--- config.mk ---
export PLATFORM = sky130hd
export DESIGN_NAME = game_engine_flat
export DESIGN_NICKNAME = d
export VERILOG_FILES = /design/src/rtl/game_if.sv /design/src/rtl/game_engine.sv /design/src/flat_wrapper.sv
export SDC_FILE = /design/constraint.sdc
export NUM_CORES = 1
export LEC_CHECK = 0
export CORE_MARGIN = 1
export CORE_UTILIZATION = 48
export DETAILED_ROUTE_END_ITERATION = 7
export GPL_ROUTABILITY_DRIVEN = 1
export MAX_ROUTING_LAYER = met4
export PLACE_DENSITY = 0.78
export SYNTH_ARGS = -nofsm -noshare
export SYNTH_HDL_FRONTEND = slang
export SYNTH_SLANG_ARGS = --single-unit
--- constraint.sdc ---
create_clock -name clk -period 2.8 [get_ports clk]
set_input_delay 0.84 -clock clk [delete_from_list [all_inputs] [get_ports clk]]
set_output_delay 0.84 -clock clk [all_outputs]
set_load 0.005 [all_outputs]
--- src/rtl/game_if.sv ---
// Control/status bundle between a game_engine and whatever drives it.
interface game_if #(
    parameter int WIDTH   = 3,
    parameter int SCORE_W = 4,
    parameter int GAME_W  = 4
);
    logic               EN;
    logic [1:0]         CTRL;
    logic               INIT;
    logic [WIDTH-1:0]   init_val;
    logic [WIDTH-1:0]   count;
    logic               WINNER;
    logic               LOSER;
    logic               GAMEOVER;
    logic [SCORE_W-1:0] winner_score;
    logic [SCORE_W-1:0] loser_score;
    logic [1:0]         WHO;
    logic [GAME_W-1:0]  winner_games;
    logic [GAME_W-1:0]  loser_games;

    modport master (
        output EN, CTRL, INIT, init_val,
        input  count, WINNER, LOSER, GAMEOVER, winner_score, loser_score,
               WHO, winner_games, loser_games
    );
    modport slave (
        input  EN, CTRL, INIT, init_val,
        output count, WINNER, LOSER, GAMEOVER, winner_score, loser_score,
               WHO, winner_games, loser_games
    );
endinterface

--- src/rtl/game_engine.sv ---
// Up/down counter game: edge-scored WINNER/LOSER conditions, a game ends when
// either score hits WIN_LIMIT, with saturating per-side games-won tallies.
module game_engine #(
    parameter int WIDTH     = 3,
    parameter int SCORE_W   = 4,
    parameter int WIN_LIMIT = 15,
    parameter int GAME_W    = 4
) (
    input  logic   clk,
    input  logic   rst,
    game_if.slave  bus
);
    typedef enum logic [1:0] {S_IDLE, S_ROUND, S_OVER} state_t;

    state_t             r_state, w_state_nxt;
    logic [WIDTH-1:0]   r_count, w_count_nxt, w_step;
    logic [SCORE_W-1:0] r_wscore, r_lscore, w_wscore_nxt, w_lscore_nxt;
    logic [1:0]         r_who, w_who_nxt;
    logic [GAME_W-1:0]  r_wgames, r_lgames, w_wgames_nxt, w_lgames_nxt;
    logic               r_wprev, r_lprev;
    logic               w_winner, w_loser, w_w_hit, w_l_hit;

    assign w_winner = (r_state == S_ROUND) && (r_count == {WIDTH{1'b1}});
    assign w_loser  = (r_state == S_ROUND) && (r_count == '0);
    assign w_w_hit  = w_winner && !r_wprev;
    assign w_l_hit  = w_loser && !r_lprev;

    always_comb begin
        w_step = r_count;
        case (bus.CTRL)
            2'b00:   w_step = r_count + WIDTH'(1);
            2'b01:   w_step = r_count + WIDTH'(2);
            2'b10:   w_step = r_count - WIDTH'(1);
            default: w_step = r_count - WIDTH'(2);
        endcase
    end

    always_comb begin
        w_state_nxt  = r_state;
        w_count_nxt  = r_count;
        w_wscore_nxt = r_wscore;
        w_lscore_nxt = r_lscore;
        w_who_nxt    = r_who;
        w_wgames_nxt = r_wgames;
        w_lgames_nxt = r_lgames;
        case (r_state)
            S_IDLE, S_OVER: begin
                if (bus.INIT) begin
                    w_state_nxt  = S_ROUND;
                    w_count_nxt  = bus.init_val;
                    w_wscore_nxt = '0;
                    w_lscore_nxt = '0;
                    w_who_nxt    = 2'b00;
                end
            end
            S_ROUND: begin
                if (bus.INIT)    w_count_nxt = bus.init_val;
                else if (bus.EN) w_count_nxt = w_step;
                // Conditions are mutually exclusive, so only one side can score.
                if (w_w_hit) begin
                    w_wscore_nxt = r_wscore + SCORE_W'(1);
                    if (r_wscore == SCORE_W'(WIN_LIMIT - 1)) begin
                        w_state_nxt  = S_OVER;
                        w_who_nxt    = 2'b10;
                        w_wgames_nxt = (r_wgames == {GAME_W{1'b1}}) ? r_wgames
                                                                     : r_wgames + GAME_W'(1);
                    end
                end else if (w_l_hit) begin
                    w_lscore_nxt = r_lscore + SCORE_W'(1);
                    if (r_lscore == SCORE_W'(WIN_LIMIT - 1)) begin
                        w_state_nxt  = S_OVER;
                        w_who_nxt    = 2'b01;
                        w_lgames_nxt = (r_lgames == {GAME_W{1'b1}}) ? r_lgames
                                                                     : r_lgames + GAME_W'(1);
                    end
                end
            end
            default: w_state_nxt = S_IDLE;
        endcase
    end

    always_ff @(posedge clk) begin
        if (rst) begin
            r_state  <= S_IDLE;
            r_count  <= '0;
            r_wscore <= '0;
            r_lscore <= '0;
            r_who    <= 2'b00;
            r_wgames <= '0;
            r_lgames <= '0;
            r_wprev  <= 1'b0;
            r_lprev  <= 1'b0;
        end else begin
            r_state  <= w_state_nxt;
            r_count  <= w_count_nxt;
            r_wscore <= w_wscore_nxt;
            r_lscore <= w_lscore_nxt;
            r_who    <= w_who_nxt;
            r_wgames <= w_wgames_nxt;
            r_lgames <= w_lgames_nxt;
            // Flags are zero outside ROUND, which also clears them on game start.
            r_wprev  <= w_winner;
            r_lprev  <= w_loser;
        end
    end

    assign bus.count        = r_count;
    assign bus.WINNER       = w_winner;
    assign bus.LOSER        = w_loser;
    assign bus.GAMEOVER     = (r_state == S_OVER);
    assign bus.winner_score = r_wscore;
    assign bus.loser_score  = r_lscore;
    assign bus.WHO          = r_who;
    assign bus.winner_games = r_wgames;
    assign bus.loser_games  = r_lgames;
endmodule
--- src/flat_wrapper.sv ---
// flat-port wrapper written by rule: the top's interface ports become plain ports
module game_engine_flat 
#(
    parameter int WIDTH     = 3,
    parameter int SCORE_W   = 4,
    parameter int WIN_LIMIT = 15,
    parameter int GAME_W    = 4
)
  (clk, rst, bus_EN, bus_CTRL, bus_INIT, bus_init_val, bus_count, bus_WINNER, bus_LOSER, bus_GAMEOVER, bus_winner_score, bus_loser_score, bus_WHO, bus_winner_games, bus_loser_games);
  game_if #(.WIDTH(WIDTH), .SCORE_W(SCORE_W), .GAME_W(GAME_W)) bus_i ();
  input  logic clk;
  input  logic rst;
  input wire logic [$bits(bus_i.EN)-1:0] bus_EN;
  input wire logic [$bits(bus_i.CTRL)-1:0] bus_CTRL;
  input wire logic [$bits(bus_i.INIT)-1:0] bus_INIT;
  input wire logic [$bits(bus_i.init_val)-1:0] bus_init_val;
  output wire logic [$bits(bus_i.count)-1:0] bus_count;
  output wire logic [$bits(bus_i.WINNER)-1:0] bus_WINNER;
  output wire logic [$bits(bus_i.LOSER)-1:0] bus_LOSER;
  output wire logic [$bits(bus_i.GAMEOVER)-1:0] bus_GAMEOVER;
  output wire logic [$bits(bus_i.winner_score)-1:0] bus_winner_score;
  output wire logic [$bits(bus_i.loser_score)-1:0] bus_loser_score;
  output wire logic [$bits(bus_i.WHO)-1:0] bus_WHO;
  output wire logic [$bits(bus_i.winner_games)-1:0] bus_winner_games;
  output wire logic [$bits(bus_i.loser_games)-1:0] bus_loser_games;
  assign bus_i.EN = bus_EN;
  assign bus_i.CTRL = bus_CTRL;
  assign bus_i.INIT = bus_INIT;
  assign bus_i.init_val = bus_init_val;
  assign bus_count = bus_i.count;
  assign bus_WINNER = bus_i.WINNER;
  assign bus_LOSER = bus_i.LOSER;
  assign bus_GAMEOVER = bus_i.GAMEOVER;
  assign bus_winner_score = bus_i.winner_score;
  assign bus_loser_score = bus_i.loser_score;
  assign bus_WHO = bus_i.WHO;
  assign bus_winner_games = bus_i.winner_games;
  assign bus_loser_games = bus_i.loser_games;
  game_engine #(.WIDTH(WIDTH), .SCORE_W(SCORE_W), .WIN_LIMIT(WIN_LIMIT), .GAME_W(GAME_W)) u_core (.clk(clk), .rst(rst), .bus(bus_i));
endmodule
* After elaboration in Yosys (flattened, before gate mapping)
Cells that the tools add are included.
** Operators by class
- Add/subtract/negate cells :: 8
- Bitwise gates (word level) :: 3
- Equality and inequality tests :: 17
- Multiplexer cells :: 22
- Reduce and logical (&&, ||, !) cells :: 18
** Operators by type and width (number)
- 2-to-1 mux 2 bit :: 9
- adder 4 x 1 -> 4 bit (second input constant) :: 4
- equality test 4 bit (second input constant) :: 4
- 2-to-1 mux 4 bit :: 4
- case mux 4 bit (2 select lines) :: 2
- AND reduction 4 bit :: 3
- AND reduction 5 bit :: 2
- 2-to-1 mux 3 bit :: 3
- case mux 3 bit (3 select lines) :: 1
- case mux 2 bit (2 select lines) :: 2
- inequality test 3 bit (second input constant) :: 2
- case mux 3 bit (2 select lines) :: 1
- AND reduction 3 bit :: 2
- equality test 2 x 1 -> 1 bit (second input constant) :: 2
- equality test 2 bit (second input constant) :: 2
- logical AND 1 bit :: 4
- logical NOT 2 bit :: 2
- inequality test 2 x 1 -> 1 bit (second input constant) :: 2
- inequality test 2 bit (second input constant) :: 2
- adder 3 x 1 -> 3 bit (second input constant) :: 1
- adder 3 x 2 -> 3 bit (second input constant) :: 1
- equality test 3 bit (second input constant) :: 1
- logical NOT 3 bit :: 1
- inequality test 3 x 1 -> 1 bit (second input constant) :: 1
- other kinds (7) :: 10
** Storage, ports and cells
- Register bits :: 25
- Output and inout port bits :: 24
- Logic and storage cells :: 77

* Logic depth before layout (Yosys ltp)
- Word-level depth :: 6
- Depth in mapped cells :: 7
- Depth with buffers taken out :: 7

* Worst setup path before layout
OpenSTA, ideal clock, no wires.
- Path kind :: register to register
- Start point :: register u_core.r_count[1] (netlist: u_core.bus.count[1])
- End point :: register u_core.r_lgames[3] (netlist: u_core.bus.loser_games[3])
- Stages on the path, launching flop included :: 7
- Data required time :: 2.729 ns
- Slack :: 0.784 ns
- Period minus slack after synthesis :: 2.016 ns
- Buffers on the path :: 2
- Library setup time :: 0.071 ns
- Data arrival time :: 1.946 ns
- Cell sequence :: dfxtp_1 > or3_1 > buf_2 > or4_4 > buf_6 > or3_1 > a21oi_1
** On the way
- Cells in the longest elaborated chain, start to end :: 5
** RTL lines
- start, declared :: line game_engine.sv:16 : logic [WIDTH-1:0] r_count, w_count_nxt, w_step;
- start signal, assigned :: line game_engine.sv:95 : r_count <= w_count_nxt;
- equality test 3 bit :: line game_engine.sv:23 : assign w_winner = (r_state == S_ROUND) && (r_count == {WIDTH{1'b1}});
- logical AND 1 bit :: line game_engine.sv:23
- logical AND 1 bit :: line game_engine.sv:25 : assign w_w_hit = w_winner && !r_wprev;
- inverter 1 bit (no source line)
- AND reduction 5 bit (no source line) *
- end signal, assigned :: line game_engine.sv:100 : r_lgames <= w_lgames_nxt;
- end, declared :: line game_engine.sv:19 : logic [GAME_W-1:0] r_wgames, r_lgames, w_wgames_nxt, w_lgames_nxt;
Every way passes the cells marked *; elsewhere a longest branch is shown, timed or not.
A chain may end at the register's enable or synchronous reset.

* Worst setup path in the final report
- Start point :: register u_core.r_count[1] (netlist: u_core.bus.count[1])
- End point :: output bus_LOSER
** On the way
- Cells in the longest elaborated chain, start to end :: 2
** RTL lines
- logical NOT 3 bit :: line game_engine.sv:24 : assign w_loser = (r_state == S_ROUND) && (r_count == '0);
- logical AND 1 bit :: line game_engine.sv:24
- end, declared :: line flat_wrapper.sv:19 : output wire logic [$bits(bus_i.LOSER)-1:0] bus_LOSER;
Every way passes these cells.

==> impl_metrics.csv <==
group,metric,value,unit
outcome,status,"complete, no violations",
clock_network,cts_buffers,3,
synth,synth_flop_cell,"dfxtp_1",
clock_network,clock_path_buffers,2,
grt,grt_pass1_vias,1187,
floorplan,design.core.area,2520,um2
detailed_routing,route.detailed.drc,0,
final_layout,drive_gt1_frac,0.0529,
pwr,cellLeakagePower,0.598,nW
floorplan,die_x,54.3,um
synth,yosys-top-cells-count,"dfxtp_1, a21oi_1, nor2_1, inv_1, nand3_1",
synth,synth_area_per_cell,8.42,um2
setup_path,crit_cells,3,
floorplan,ios,33,
synth,ys_warn_count,0,
grt,grt_pass1_wl,4780,um
clock_network,worst_skew_pair.late_latency,0.31,ns
floorplan,num_rows,18,
synth,synth-seq-area-share,0.381,
final_layout,antenna_cells,0,
clock_network,htree_num_levels,1,
setup_path,r2r_cells,5,
placement,dp_hpwl,2210,um
pwr,ir_worst_vdd,240,uV
setup_path,critical_path_class,"register to output pin",
detailed_routing,final_antenna_net_count,0,
synth,yosysTopAreaCell,"dfxtp_1",
detailed_routing,wirelength,2900,um
detailed_routing,drt_iter0_drc,18,
clock_network,cts.sinks,25,
sta,finalHoldViolations,0,
placement,gp_congestion,0.726,
floorplan,initial_utilization,0.521,
setup_path,max_stage_delay,0.51,ns
detailed_routing,wl_per_cell,13.3,um
floorplan,dieArea,2950,um2
setup_path,worstPathArrival,1.79,ns
setup_path,cp_slowest_cell,"clkdlybuf4s50_1",
setup_path,worstPathRequired,1.96,ns
synth,ys_types,41,
pwr,finalPower,0.626,mW
sta,fin_crit,2.63,ns
run,cap_violations,0,
sta,fmax,380,MHz
synth,synth.net_count,172,
final_layout,layout.nets,206,
grt,antenna_found_initial,0,
detailed_routing,viasPerCell,5.71,
sta,worstMarginPinSlew,0.395,ns
sta,finalSetupViolCount,0,
clock_network,hold_buffers,0,
setup_path,critPathBufInv,1,
placement,portBuffers,32,
synth,syn_area,1310,um2
worst_hold_path,hp-class,"register to register",
sta,finalCritPeriodShare,0.939,
sta,relSlewSlack,0.730,
synth,synth_top_area_share,0.381,
detailed_routing,firstDrtPassIters,4,
final_layout,area_delta_synth_final,29.0,%
setup_path,cp_max_fo,8,
worst_hold_path,min_path_cells,2,
synth,yosysMostFrequentCell,"dfxtp_1",
synth,synthTopCellsByArea,"dfxtp_1, ha_1, a21oi_1, or3_1, nand3_1",
setup_path,path_delay_family,"simple AND/OR/NAND/NOR gates",
synth,syn_inst,156,
setup_path,cp-start-kind,"register",
clock_network,cts_root_buf,"clkbuf_4",
sta,finalSetupTns,0,ns
grt,grt_usage,0.227,
clock_network,cts_tree,"yes",
synth,ys_seq_elements,25,
setup_path,endpoint_kind,"output pin",
grt,grt.overflow.total,0,
floorplan,die_h,54.3,um
clock_network,clk_pin_slew,0.14,ns
synth,async_reset_ff_frac,0,
sta,fin_skew,0.00659,ns
grt,grt_max_degree,15,
detailed_routing,vias,1250,
sta,drv_slew,0,
synth,synth_edf_count,0,
setup_path,cp_cell_sequence,"or3_4 > nor2_1 > clkdlybuf4s50_1",
pwr,power.density,369,nW/um2
sta,rsz0062_at_grt,"no",
final_layout,n_fill_cell,228,
==> cells by family (layout without fill, tap and decap cells) <==
family,count (synthesis),after routing,synth area share
fa+ha+maj,7,7,0.0667
simple gates,62,62,0.260
mux,4,4,0.0305
flops,25,25,0.381
compound gates,37,37,0.176
xor+xnor,5,5,0.0333
buf+inv,16,49,0.0524
==> layout by cell type (no fill, tap or decap), types with 5 or more instances in the layout <==
| cell type | netlist | layout |
|---|---|---|
| a21oi_1 | 16 | 16 |
| clkdlybuf4s50_1 | 0 | 32 |
| dfxtp_1 | 25 | 25 |
| ha_1 | 7 | 7 |
| inv_1 | 10 | 10 |
| nand2_1 | 6 | 6 |
| nand2b_1 | 5 | 5 |
| nand3_1 | 10 | 10 |
| nor2_1 | 12 | 12 |
| nor2b_1 | 5 | 5 |
| or3_1 | 9 | 8 |
==> sequential cells by signal, summed over array words and instances, names as in the netlist, 2 cells and up <==
name and count:
u_core.bus.winner_score 4, u_core.bus.count 3, u_core.bus.winner_games 4, u_core.bus.WHO 2, u_core.r_state 2, u_core.bus.loser_games 4
u_core.bus.loser_score 4
==> layer usage <==
metal | share of wire | track usage
met1 | 0.45 | 0.249
met2 | 0.50 | 0.404
met3 | 0.038 | 0.0389
met4 | 0.011 | 0.0855
met5 | 0 | -
==> worst min-delay path: stages, from the launching register on <==
cell,delay (ns)
dfxtp_1,0.35
nand3_1,0.06
a21oi_1,0.06
==> report_power, final <==
part | leakage, nW | switching (mW) | internal, mW
Sequential | 0.202 | 0.0101 | 0.362
Combinational | 0.378 | 0.0459 | 0.0473
Clock | 0.0177 | 0.107 | 0.0534
Total | 0.598 | 0.163 | 0.463
==> metrics by stage <==
step / instances / hold slack (ns) / util / cell area, um2 / setup WS [ns]
after detailed placement: 215 / 0.492 / 0.659 / 1660 / 0.287
after global placement: 215 / 0.481 / 0.659 / 1660 / 0.369
after CTS: 219 / 0.511 / 0.670 / 1690 / 0.0454
final: 219 / 0.504 / 0.672 / 1700 / 0.170
after floorplan: 156 / 0.473 / - / 1310 / 0.784
after global routing: 219 / 0.540 / 0.672 / 1700 / 0.0987
==> worst paths after layout <==
path                                          start                          to  slack (ns)
worst max register to register    u_core.r_state[0]  u_core.bus.winner_games[3]        0.74
worst min-delay path              u_core.bus.WHO[0]           u_core.bus.WHO[0]        0.50
worst min register to register    u_core.bus.WHO[0]           u_core.bus.WHO[0]        0.50
worst max-delay path            u_core.bus.count[1]                   bus_LOSER        0.17
==> repair_timing <==
item                       CTS  global route
gates resized for setup      0             1
setup buffers                0             0
hold endpoints to repair     0             0
setup endpoints to repair    0             1
==> layout make-up <==
class,instances,area [um2],share of cell area
clock buffer,3,22.5,0.0133
timing repair buffer,35,343,0.202
clock inverter,1,5.00,0.00295
tap,30,37.5,0.0221
inverter,10,37.5,0.0221
sequential,25,500,0.295
multi-input combinational,115,749,0.442
Note: power is estimated with default switching activity, not from simulation.
